$ cat src/rtl/pipe_pkg.sv
// Shared definitions for elastic pipeline stage registers: occupancy states
// and bit positions inside the control bundle.
package pipe_pkg;

   typedef enum logic [1:0] {
      EMPTY = 2'd0,
      FULL  = 2'd1,
      SKID  = 2'd2
   } state_t;

   localparam int unsigned CTRL_MEM_READ   = 0;
   localparam int unsigned CTRL_MEM_WRITE  = 1;
   localparam int unsigned CTRL_REG_WRITE  = 2;
   localparam int unsigned CTRL_MEM_TO_REG = 3;
   localparam int unsigned CTRL_BDS_SEL    = 4;

endpackage

$ cat src/rtl/pipe_stage_skid_reg_sat_counter.sv
// Saturating up-counter used for stage performance statistics; sticks at
// all-ones instead of wrapping.
module sat_counter #(
   parameter int unsigned CNT_W = 16
) (
   input  logic             i_clk,
   input  logic             i_reset,
   input  logic             i_inc,
   output logic [CNT_W-1:0] o_count
);

   always_ff @(posedge i_clk) begin
      if (!i_reset) begin
         o_count <= '0;
      end else if (i_inc && (o_count != '1)) begin
         o_count <= o_count + 1'b1;
      end
   end

endmodule

$ cat src/rtl/pipe_stage_skid_reg.sv
// Elastic stage register with a two-entry skid buffer, flush, bubble-masked
// control and saturating stall/bubble counters.
module pipe_stage_skid_reg
   import pipe_pkg::*;
#(
   parameter int unsigned DATA_W = 32,
   parameter int unsigned CTRL_W = 5,
   parameter int unsigned CNT_W  = 16
) (
   input  logic              i_clk,
   input  logic              i_reset,
   input  logic              i_valid,
   output logic              o_ready,
   input  logic [CTRL_W-1:0] i_ctrl,
   input  logic [DATA_W-1:0] i_data,
   input  logic              i_flush,
   output logic              o_valid,
   input  logic              i_ready,
   output logic [CTRL_W-1:0] o_ctrl,
   output logic [DATA_W-1:0] o_data,
   output logic [CNT_W-1:0]  o_stall_cnt,
   output logic [CNT_W-1:0]  o_bubble_cnt
);

   state_t            state, state_n;
   logic [CTRL_W-1:0] main_ctrl, skid_ctrl;
   logic [DATA_W-1:0] main_data, skid_data;
   logic              ready_q;
   logic              up_xfer, dn_xfer;
   logic              load_main_in, load_main_skid, load_skid;

   assign o_valid = (state != EMPTY);
   assign o_ready = ready_q;
   assign up_xfer = i_valid & ready_q;
   assign dn_xfer = o_valid & i_ready;

   always_comb begin
      state_n        = state;
      load_main_in   = 1'b0;
      load_main_skid = 1'b0;
      load_skid      = 1'b0;
      case (state)
         EMPTY: begin
            if (up_xfer) begin
               state_n      = FULL;
               load_main_in = 1'b1;
            end
         end
         FULL: begin
            case ({up_xfer, dn_xfer})
               2'b01: state_n = EMPTY;
               2'b10: begin
                  state_n   = SKID;
                  load_skid = 1'b1;
               end
               2'b11: load_main_in = 1'b1;
               default: ;
            endcase
         end
         SKID: begin
            if (dn_xfer) begin
               state_n        = FULL;
               load_main_skid = 1'b1;
            end
         end
         default: state_n = EMPTY;
      endcase
      // Flush invalidates both entries but leaves the payload registers untouched.
      if (i_flush) begin
         state_n        = EMPTY;
         load_main_in   = 1'b0;
         load_main_skid = 1'b0;
         load_skid      = 1'b0;
      end
   end

   always_ff @(posedge i_clk) begin
      if (!i_reset) begin
         state     <= EMPTY;
         ready_q   <= 1'b1;
         main_ctrl <= '0;
         main_data <= '0;
         skid_ctrl <= '0;
         skid_data <= '0;
      end else begin
         state   <= state_n;
         ready_q <= (state_n != SKID);
         if (load_main_in) begin
            main_ctrl <= i_ctrl;
            main_data <= i_data;
         end else if (load_main_skid) begin
            main_ctrl <= skid_ctrl;
            main_data <= skid_data;
         end
         if (load_skid) begin
            skid_ctrl <= i_ctrl;
            skid_data <= i_data;
         end
      end
   end

   assign o_ctrl = main_ctrl & {CTRL_W{o_valid}};
   assign o_data = main_data;

   sat_counter #(.CNT_W(CNT_W)) u_stall_cnt (
      .i_clk   (i_clk),
      .i_reset (i_reset),
      .i_inc   (o_valid & ~i_ready),
      .o_count (o_stall_cnt)
   );

   sat_counter #(.CNT_W(CNT_W)) u_bubble_cnt (
      .i_clk   (i_clk),
      .i_reset (i_reset),
      .i_inc   (~o_valid),
      .o_count (o_bubble_cnt)
   );

endmodule

$ cat config.mk
export PLATFORM = sky130hd
export DESIGN_NAME = pipe_stage_skid_reg
export DESIGN_NICKNAME = d
export VERILOG_FILES = /design/src/rtl/pipe_pkg.sv /design/src/rtl/pipe_stage_skid_reg_sat_counter.sv /design/src/rtl/pipe_stage_skid_reg.sv
export SDC_FILE = /design/constraint.sdc
export NUM_CORES = 1
export LEC_CHECK = 0
export CORE_AREA = 2 2 100 102
export DETAILED_ROUTE_END_ITERATION = 10
export DIE_AREA = 0 0 102 104
export GPL_ROUTABILITY_DRIVEN = 0
export MAX_ROUTING_LAYER = met4
export PLACE_DENSITY = 0.78
export SLEW_MARGIN = 20
export SYNTH_ARGS = -nofsm -noshare
export SYNTH_HDL_FRONTEND = slang
export SYNTH_SLANG_ARGS = --single-unit
$ cat constraint.sdc
create_clock -name i_clk -period 2.5 [get_ports i_clk]
set_input_delay 0.5 -clock i_clk [delete_from_list [all_inputs] [get_ports i_clk]]
set_output_delay 0.5 -clock i_clk [all_outputs]
set_load 0.01 [all_outputs]
==> flow_metrics.py <==
metrics = {
    "run_status": {
        "status": "finished, final reports clean",
    },
    "sta": {
        "fin_skew_ns": 0.01191,
        "setup_violations": 0,
        "totalNegativeSetupSlack_ns": 0,
        "min_period_ns": 2.299,
        "fmax_ghz": 0.4351,
        "fin_hold_ws_ns": 0.4540,
        "maxSlewViolCount": 0,
        "period_share": 0.9194,
        "worst_pin_slew_ns": 0.5497,
        "rsz0062_at_grt": "false",
        "slew_headroom": 0.6302,
        "finalHoldViolCount": 0,
    },
    "global_routing": {
        "grtUsageTotal": 0.2277,
        "grt_overflow": 0,
        "grtUsageMet1": 0.2878,
        "busiest_layer": "met2",
        "grt_pass1_vias": 4111,
        "grt_max_degree": 39,
        "grt_use_met2": 0.3712,
        "met3_usage": 0.05175,
        "antenna_found_initial": 0,
        "grt_pass1_wl_um": 19280,
    },
    "setup_path": {
        "worst-setup-path-type": "reg2out",
        "path_max_fanout": 12,
        "crit_arrival_ns": 1.80,
        "rr_worst_depth": 5,
        "startpoint_type": "register",
        "end_kind": "output port",
        "cp.required_ns": 2.00,
    },
    "clock_network": {
        "cts_buffers": 9,
        "h-tree-depth": 3,
        "clk_path_buf_depth": 2,
        "cts_tree": "yes",
        "cts_resized": 0,
        "holdBufCountCts": 0,
        "cts.root.buffer_cell": "clkbuf_8",
        "path_clk_slew_ns": 0.11,
        "postCtsSetupBuffers": 0,
        "clk_latency_ns": 0.36,
        "cts_sinks": 109,
    },
    "job": {
        "maxCapViolCount": 0,
    },
    "cells_and_area": {
        "area_delta_synth_final_pct": 33.75,
        "drive_above_1_share": 0.06980,
        "n_antenna_cell": 0,
        "fin_nets": 698,
        "num-fill-cells": 823,
    },
    "floorplanning": {
        "die_y_um": 104,
        "dieArea_um2": 10610,
        "core.rowCount": 36,
        "start_util": 0.4756,
        "ios": 113,
        "core_region_area_um2": 9549,
        "die_w_um": 102,
    },
    "synthesis": {
        "yosys_register_bits": 109,
        "ys_warn_count": 0,
        "ys.flop_type": "dfxtp_1",
        "synthTopCellsByArea": "dfxtp_1, nand2_1, a21oi_1",
        "netlist_area_um2": 4542,
        "seq_area_frac_synth": 0.4804,
        "yosysTopAreaCell": "dfxtp_1",
        "syn_area_per_cell_um2": 8.334,
        "syn_inst": 545,
        "synth.most_common_cell": "nand2_1",
        "synth_top_area_share": 0.4804,
        "synth.distinct_cells": 52,
        "async_reset_ff_frac": 0,
        "synth_nets": 589,
        "synth_edf_count": 0,
        "synth_common_cells": "nand2_1, dfxtp_1, a21oi_1",
    },
    "pwr": {
        "internal-power_uw": 2435,
        "p_leak_uw": 0.002017,
        "swShare": 0.2486,
        "ir_drop_v": 0.0003685,
        "pwr-share-clk": 0.340,
        "power_density_nw_per_um2": 533.5,
        "p_sw_uw": 805.6,
        "comb_power_share": 0.103,
        "power_frac_seq": 0.557,
    },
    "placed_design": {
        "io_buffers": 112,
        "hpwlAfterDp_um": 8071,
    },
    "route": {
        "drt_wl_total_um": 11660,
        "drtAntennaViolNets": 0,
        "vias": 4365,
        "drc": 0,
        "drtIter0Drc": 229,
        "viasPerCell": 5.511,
        "wire_per_inst_um": 14.73,
        "firstDrtPassIters": 4,
    },
    "worst_hold_path": {
        "min_delay_path_depth": 2,
        "hold_path_class": "reg2reg",
    },
}
[worst paths after layout]
check | from | end | slack, ns
max | state[1] | o_ctrl[2] | 0.20
min | main_ctrl[1] | main_ctrl[1] | 0.45
max reg2reg | u_bubble_cnt.o_count[0] | u_bubble_cnt.o_count[10] | 0.48
min reg2reg | main_ctrl[1] | main_ctrl[1] | 0.45
[stage by stage]
step | area (um2) | util | total power (uW) | std cells | setup slack (ns)
floorplan | 4542 | - | 1984 | 545 | 0.6512
global placement | 5871 | 0.6148 | 2171 | 776 | 0.2376
detailed placement | 5871 | 0.6148 | 2180 | 776 | 0.1374
CTS | 6075 | 0.6361 | 3272 | 792 | 0.1450
global route | 6075 | 0.6361 | 3391 | 792 | 0.06979
finish | 6075 | 0.6361 | 3241 | 792 | 0.2014
[critical path: stages, from the launching register on]
cell and delay, ns:
dfxtp_1 0.34, or2_1 0.36, and2_1 0.20, clkdlybuf4s50_1 0.54
[final cells by class]
class,count,area (um2),area share
Sequential cell,109,2182,0.3592
Clock inverter,7,80.08,0.01318
Multi-Input combinational cell,394,2200,0.3621
Inverter,9,33.78,0.005561
Clock buffer,9,123.9,0.02039
Tap cell,133,166.4,0.02739
Timing Repair Buffer,131,1289,0.2122
[state kept, by name (all words and copies together) (netlist names)]
name,count
u_stall_cnt.o_count,16
u_bubble_cnt.o_count,16
o_data,32
main_ctrl,5
skid_ctrl,5
state,2
o_ready,1
skid_data,32
[cell families (layout without fill, tap and decap cells)]
group,after synthesis,after routing,share of synthesized area
compound gates,162,162,0.2215
buf+inv,42,156,0.03801
simple gates,220,220,0.2325
fa+ha+maj,2,2,0.005509
flops,109,109,0.4804
mux,10,10,0.02204
[power by group through the flow]
stage               clock network [uW]  logic, uW  registers (uW)
floorplan                            0        131            1850
global placement                     0        327            1840
detailed placement                   0        335            1840
CTS                               1130        336            1810
finish                            1100        335            1810
global route                      1220        364            1810
[placed cells by master, fill, tap and decap left out, drive strengths merged, types with 9 or more instances in the layout]
| cell type | instances |
|---|---|
| mux2i | 10 |
| dfxtp | 109 |
| nor2 | 11 |
| inv | 13 |
| a22oi | 37 |
| clkbuf | 9 |
| a21oi | 88 |
| nand2 | 130 |
| nand4 | 9 |
| clkdlybuf4s50 | 112 |
| nand3 | 12 |
| buf | 19 |
[per-layer routing]
metal,wire length (um),part of all wire
met1,5181,0.44
met3,539,0.046
met4,140,0.012
met2,5800,0.50
met5,0,0
(Power assumes the default switching activity.)
